### config.mk
export PLATFORM = sky130hd
export DESIGN_NAME = sev_seg_scan_display
export DESIGN_NICKNAME = d
export VERILOG_FILES = /design/src/rtl/sev_seg_scan_display.sv
export SDC_FILE = /design/constraint.sdc
export NUM_CORES = 1
export LEC_CHECK = 0
export ABC_AREA = 1
export BUFFER_PORTS_ARGS = -buffer_cell sky130_fd_sc_hd__buf_2
export CAP_MARGIN = 30
export CORE_MARGIN = 1.5
export CORE_UTILIZATION = 50
export DETAILED_ROUTE_END_ITERATION = 12
export HOLD_SLACK_MARGIN = 0.1
export PLACE_DENSITY_LB_ADDON = 0.3
export SLEW_MARGIN = 20
export SYNTH_ARGS = -nofsm -noshare
export SYNTH_HDL_FRONTEND = slang
export SYNTH_SLANG_ARGS = --single-unit
### constraint.sdc
create_clock -name clk -period 3 [get_ports clk]
set_input_delay 0.15 -clock clk [delete_from_list [all_inputs] [get_ports clk]]
set_output_delay 0.15 -clock clk [all_outputs]
set_load 0.005 [all_outputs]
### src/rtl/sev_seg_scan_display.sv
// Time-multiplexed multi-digit seven-segment driver. It latches a hex value and
// decimal points, commits them at frame boundaries, and scans one digit per dwell.
module sev_seg_scan_display #(
    parameter int unsigned DIGITS      = 4,
    parameter int unsigned REFRESH_DIV = 1000,
    parameter bit          ACTIVE_LOW  = 1'b0
) (
    input  logic                  clk,
    input  logic                  rst,
    input  logic                  load,
    input  logic [4*DIGITS-1:0]   value,
    input  logic [DIGITS-1:0]     dp_in,
    input  logic                  blank_lz,
    output logic [6:0]            seg,
    output logic                  dp,
    output logic [DIGITS-1:0]     an,
    output logic                  frame,
    output logic                  pending
);

    localparam int unsigned VAL_W = 4 * DIGITS;
    localparam int unsigned PRE_W = (REFRESH_DIV > 1) ? $clog2(REFRESH_DIV) : 1;
    localparam int unsigned IDX_W = (DIGITS > 1) ? $clog2(DIGITS) : 1;

    localparam logic [6:0]        SEG_OFF = {7{ACTIVE_LOW}};
    localparam logic [DIGITS-1:0] AN_OFF  = {DIGITS{ACTIVE_LOW}};

    logic [PRE_W-1:0]  pre;
    logic [IDX_W-1:0]  idx;
    logic [VAL_W-1:0]  disp_val;
    logic [DIGITS-1:0] disp_dp;
    logic [VAL_W-1:0]  pend_val;
    logic [DIGITS-1:0] pend_dp;

    logic              tick_c;
    logic              wrap_c;
    logic [PRE_W-1:0]  pre_nxt_c;
    logic [IDX_W-1:0]  idx_nxt_c;

    logic [3:0]        nib_c;
    logic              dp_sel_c;
    logic [DIGITS-1:0] an_raw_c;
    logic              blank_c;
    logic              upper_zero_c;
    logic [6:0]        seg_raw_c;

    function automatic logic [6:0] hex_decode(input logic [3:0] n);
        case (n)
            4'h0:    hex_decode = 7'h3F;
            4'h1:    hex_decode = 7'h06;
            4'h2:    hex_decode = 7'h5B;
            4'h3:    hex_decode = 7'h4F;
            4'h4:    hex_decode = 7'h66;
            4'h5:    hex_decode = 7'h6D;
            4'h6:    hex_decode = 7'h7D;
            4'h7:    hex_decode = 7'h07;
            4'h8:    hex_decode = 7'h7F;
            4'h9:    hex_decode = 7'h6F;
            4'hA:    hex_decode = 7'h77;
            4'hB:    hex_decode = 7'h7C;
            4'hC:    hex_decode = 7'h39;
            4'hD:    hex_decode = 7'h5E;
            4'hE:    hex_decode = 7'h79;
            default: hex_decode = 7'h71;
        endcase
    endfunction

    // Prescaler and digit index; a wrap of idx marks the frame/commit edge.
    always_comb begin
        tick_c    = (pre == PRE_W'(REFRESH_DIV - 1));
        wrap_c    = tick_c && (idx == IDX_W'(DIGITS - 1));
        pre_nxt_c = tick_c ? '0 : pre + PRE_W'(1);
        idx_nxt_c = idx;
        if (wrap_c) begin
            idx_nxt_c = '0;
        end else if (tick_c) begin
            idx_nxt_c = idx + IDX_W'(1);
        end
    end

    // Select the current digit; walking down from the top tracks whether all
    // digits at or above the current one are zero for leading-zero blanking.
    always_comb begin
        nib_c        = 4'h0;
        dp_sel_c     = 1'b0;
        an_raw_c     = '0;
        blank_c      = 1'b0;
        upper_zero_c = 1'b1;
        for (int k = int'(DIGITS) - 1; k >= 0; k--) begin
            upper_zero_c = upper_zero_c && (disp_val[4*k +: 4] == 4'h0);
            if (idx == IDX_W'(k)) begin
                nib_c       = disp_val[4*k +: 4];
                dp_sel_c    = disp_dp[k];
                an_raw_c[k] = 1'b1;
                blank_c     = blank_lz && upper_zero_c && (k != 0);
            end
        end
        seg_raw_c = blank_c ? 7'h00 : hex_decode(nib_c);
    end

    always_ff @(posedge clk) begin
        if (rst) begin
            pre      <= '0;
            idx      <= '0;
            disp_val <= '0;
            disp_dp  <= '0;
            pend_val <= '0;
            pend_dp  <= '0;
            pending  <= 1'b0;
            frame    <= 1'b0;
            seg      <= SEG_OFF;
            dp       <= ACTIVE_LOW;
            an       <= AN_OFF;
        end else begin
            pre   <= pre_nxt_c;
            idx   <= idx_nxt_c;
            frame <= wrap_c;

            // The commit always takes the value pending before this edge, so a
            // coincident load becomes the next pending value.
            if (wrap_c && pending) begin
                disp_val <= pend_val;
                disp_dp  <= pend_dp;
            end
            if (load) begin
                pend_val <= value;
                pend_dp  <= dp_in;
                pending  <= 1'b1;
            end else if (wrap_c) begin
                pending  <= 1'b0;
            end

            seg <= seg_raw_c ^ SEG_OFF;
            dp  <= dp_sel_c ^ ACTIVE_LOW;
            an  <= an_raw_c ^ AN_OFF;
        end
    end

endmodule

After elaboration in Yosys (flattened, before gate mapping)
Memory sizes are Yosys's and may differ from the RTL's. A register that Yosys moved wholly into a read port is not among the register bits.
Cells that the tools add are included.
{"block": "word_totals", "elab_cells": 50, "input_bits": 24, "output_inout_bits": 14, "mem_count": 1, "rom_bits": 112, "reg_bits": 59}
{"name": "(no name shown)", "depth": 16, "width": 7, "rd": 1, "rd_clocked_by_memory_dff": 1, "wr": 0, "line": "48", "rtl": "case (n)"}
{"block": "classes", "n_mux": 18, "add_sub_neg": 2, "n_reduce_logical": 15, "n_eq_ne": 4}
{"cell": "$mux 4", "count": 4}
{"cell": "$mux 1", "count": 14}
{"cell": "$logic_not 4->1", "count": 3}
{"cell": "$add 10x1->10 const B", "count": 1}
{"cell": "$eq 10x10->1 const B", "count": 1}
{"cell": "$logic_and 1x1->1", "count": 7}
{"cell": "$reduce_or 2->1", "count": 3}
{"cell": "$eq 2x2->1 const B", "count": 2}
{"cell": "$add 2x1->2 const B", "count": 1}
{"cell": "$eq 2x1->1 const B", "count": 1}
{"cell": "$logic_not 2->1", "count": 1}
{"cell": "$reduce_bool 2->1", "count": 1}

Depth between registers and ports, before layout
{"block": "depth", "ltp_word": 7, "ltp_mapped": 14, "mapped_depth_nobuf": 13}

Worst setup path after synthesis
OpenSTA, ideal clock, no wires.
{"block": "synth_path", "kind": "register to register", "from": "register idx[1]", "to": "register seg[3]", "path_stages_with_launch": 12, "path_slack_ps": 1171, "t_required_ps": 2887, "arrival_time_ps": 1717, "setup_ps": 113, "synth_period_minus_slack_ps": 1829, "path_buffers": 1, "cell_sequence": "dfxtp_1 -> inv_1 -> ha_1 -> buf_2 -> inv_1 -> nand3_1 -> a21oi_1 -> ha_1 -> nand3_1 -> nand2_1 -> nor2_1 -> nor2_1"}
{"block": "synth_via", "elab_chain_len": 6, "word_cells_on_any_way": 13, "classes_between": "3 x eq/ne; 8 x mux; 2 x reduce/logical"}
{"item": "start: declaration", "line": "29", "rtl": "logic [IDX_W-1:0] idx;"}
{"item": "start signal: assignment", "line": "116", "rtl": "idx <= idx_nxt_c;"}
{"item": "$eq 2x2->1", "line": "91", "rtl": "if (idx == IDX_W'(k)) begin"}
{"item": "$mux 1 (4 in a row)", "line": "91"}
{"item": "$reduce_or 2->1 (no line)"}
{"item": "end: declaration", "line": "14", "rtl": "output logic [6:0] seg,"}
Parallel ways exist; a longest one is shown, timed or not.
A chain may end at the register's enable or synchronous reset.

Worst setup path in the final report
{"block": "layout_path", "from": "register idx[0]", "to": "register seg[0]"}
Same word-level chain as after synthesis.

==> qor.yml <==
powerDensity_nw_per_um2: 522
syn_inst: 386
rrSetupSlack_ns: 0.86
grt_max_degree: 44
endpoint_kind: "register"
crit_family: "adder cells"
cts_buffers: 9
yosysSeqAreaShare: 0.461
antenna_found_initial: 0
netlist_top_cells_count: "nor2_1 (106), dfxtp_1 (66), nand2_1 (55), o21ai_0 (35), inv_1 (21)"
synth.area.top_cells: "dfxtp_1 (46%), nor2_1 (14%), nand2_1 (7.2%)"
cts_sinks: 66
slew_headroom: 0.590
synth_area_per_cell_sq_um: 7.42
final_nets: 475
rr_worst_depth: 9
status: "completed"
clock_path_buffers: 2
globalRouteTotalUtil: 0.215
final_util: 0.627
tns_ns: 0
io_pins: 38
vias_per_cell: 5.00
critPathRequiredTime_ns: 3.22
gp_congestion: 0.937
h-tree-depth: 3
cp_max_fo: 9
grt_pass1_wl_microns: 10300
tightest_slew_ns: 0.615
routedWlPerCell_microns: 11.5
hold_viol: 0
diodes: 0
tritoncts: "built"
ys_async_sr_fraction: 0
worstPathArrival_ns: 2.36
cts_resized: 0
post-route-period-util: 0.714
synth_top_area_share: 0.461
core_sq_um: 5510
cts.clk_slew.worst_paths_ns: 0.07
synth_cell_type_count: 29
worstHoldPathType: "in -> reg"
hold_path_end: "an[0]$_SDFF_PP0_"
drv_slew: 0
synthFlopType: "dfxtp_1"
worstSkewPairLatency_ns: 0.34
drt-total-wl_microns: 5910
timing.rr.start: "idx[0]$_SDFFE_PP0N_"
die_w_microns: 78.7
leakagePower_nw: 1.53
cts_root_buffer: "clkbuf_8"
synth-warning-count: 0
dr.pass1.iters: 4
gr-total-overflow: 0
maxCapViolCount: 0
yosys_register_bits: 66
min_period_ns: 2.14
path_class: "reg -> reg"
synth-edff-count: 0
holdPathStages: 2
first_iter_violations: 122
crit_path_start_kind: "register"
finClkSkew_ns: 0.00783
synth.largest_area_cell: "dfxtp_1"
timing.critical_path.buf_inv: 1
numPortBuffers: 37
vias: 2576
drc: 0
die_h_microns: 78.7
synthToLayoutAreaGrowth_pct: 20.5
syn_area_sq_um: 2860
setup_viol: 0
critPathSlowestCell: "dfxtp_1"
ir_worst_vdd_v: 0.000345
hold_path_startpoint: "rst"
rows: 27
fmax_ghz: 0.467
initial_core_util: 0.520
grt_pass1_vias: 2391
final_antenna_net_count: 0
critPathMaxStageDelay_ns: 0.41
worst_r2r_endpoint: "seg[0]$_SDFF_PP0_"
rsz0062_at_grt: "no"
synth_most_common_cell: "nor2_1"
dieArea_sq_um: 6190
dp_hpwl_microns: 3960
path_cells: "ha_1, inv_1, nor2_1, nor2_1, a21oi_1, ha_1, nand3_1, nand3_1, a21oi_1"
power.total_mw: 1.80
drive_above_1_share: 0.133
syn-num-nets: 422
[metrics by stage]
stage               hold slack, ns  instances  instance area, sq um  worst slack (ns)
floorplan                    0.285        386                  2860              1.17
global placement             0.370        480                  3050             0.971
detailed placement           0.379        480                  3050             0.910
CTS                          0.117        515                  3450             0.895
global route                 0.167        515                  3450             0.661
finish                       0.127        515                  3450             0.858
[kinds of logic after synthesis]
group,count (synthesis),share of synthesized area
and+or+nand+nor,197,0.291
DFF,66,0.461
xor gates and xnor gates,2,0.00612
adders and majority gates,12,0.0524
buffers and inverters,40,0.0655
AOI/OAI and AO/OA,69,0.124
[worst max-delay path by stage]
stage	start	to	slack, ns	depth (start not counted)
2_1_floorplan	idx[1]$_SDFFE_PP0N_	seg[3]$_SDFF_PP0_	1.17	11
3_3_place_gp	idx[0]$_SDFFE_PP0N_	seg[0]$_SDFF_PP0_	0.97	9
3_5_place_dp	idx[0]$_SDFFE_PP0N_	seg[0]$_SDFF_PP0_	0.91	9
4_1_cts	idx[0]$_SDFFE_PP0N_	seg[0]$_SDFF_PP0_	0.89	9
5_1_grt	idx[1]$_SDFFE_PP0N_	seg[0]$_SDFF_PP0_	0.66	10
6_report	idx[0]$_SDFFE_PP0N_	seg[0]$_SDFF_PP0_	0.86	9
[layout make-up]
cell class,instances,area (sq um)
fillers,502,2060
multi-input cells,280,1360
flip-flops and latches,66,1320
repair buffers,58,393
clock buffers,12,135
inverters,24,91.3
well taps,72,90.1
clock inverters,3,65.1
[sequential cells by signal, summed over array words and instances (netlist names), 2 cells and up]
name	count
pre	10
pend_val	16
idx	2
seg	7
disp_val	16
pend_dp	4
disp_dp	4
an	4
[repair_timing]
| item | CTS | global route |
|---|---|---|
| setup buffers | 0 | 0 |
| hold buffers | 20 | 0 |
| endpoints found under the hold margin | 20 | 0 |
[report_power, final]
part / total [mW] / internal, mW / switching, mW
registers: 0.919 / 0.905 / 0.0140
logic: 0.101 / 0.0504 / 0.0510
clock network: 0.781 / 0.463 / 0.318
[cell usage in the layout (no fill, tap or decap)]
| cell type | n |
|---|---|
| o21ai_1 | 11 |
| buf_2 | 37 |
| nor3b_1 | 1 |
| nand2_2 | 3 |
| nand4_1 | 3 |
| clkinv_2 | 2 |
| buf_4 | 1 |
| clkbuf_1 | 3 |
| o21ai_0 | 35 |
| clkbuf_8 | 9 |
| o31ai_1 | 1 |
| xor2_1 | 2 |
| a211oi_1 | 1 |
| o211ai_1 | 1 |
| nor2_1 | 106 |
| nand3_4 | 1 |
| ha_1 | 12 |
| bufinv_16 | 2 |
| nor3_1 | 7 |
| dlygate4sd3_1 | 20 |
| nand3_1 | 15 |
| a31oi_1 | 1 |
| nand2_1 | 55 |
| or2_0 | 1 |
| a21oi_1 | 19 |
| nor2_4 | 1 |
| inv_1 | 21 |
| dfxtp_1 | 66 |
| nor3_4 | 1 |
| inv_2 | 2 |
| nand3b_1 | 3 |
[metal layers]
| layer | vias up | part of all wire | global-route usage | wire length [microns] |
|---|---|---|---|---|
| met5 | - | 0 | 0 | 0 |
| met4 | 0 | 0.027 | 0.121 | 158 |
| met3 | 15 | 0.041 | 0.0430 | 243 |
| met2 | 66 | 0.46 | 0.350 | 2710 |
| met1 | 1146 | 0.47 | 0.264 | 2800 |
| li1 | 1349 | - | - | - |
No activity file was read; power rests on OpenSTA's default activity.
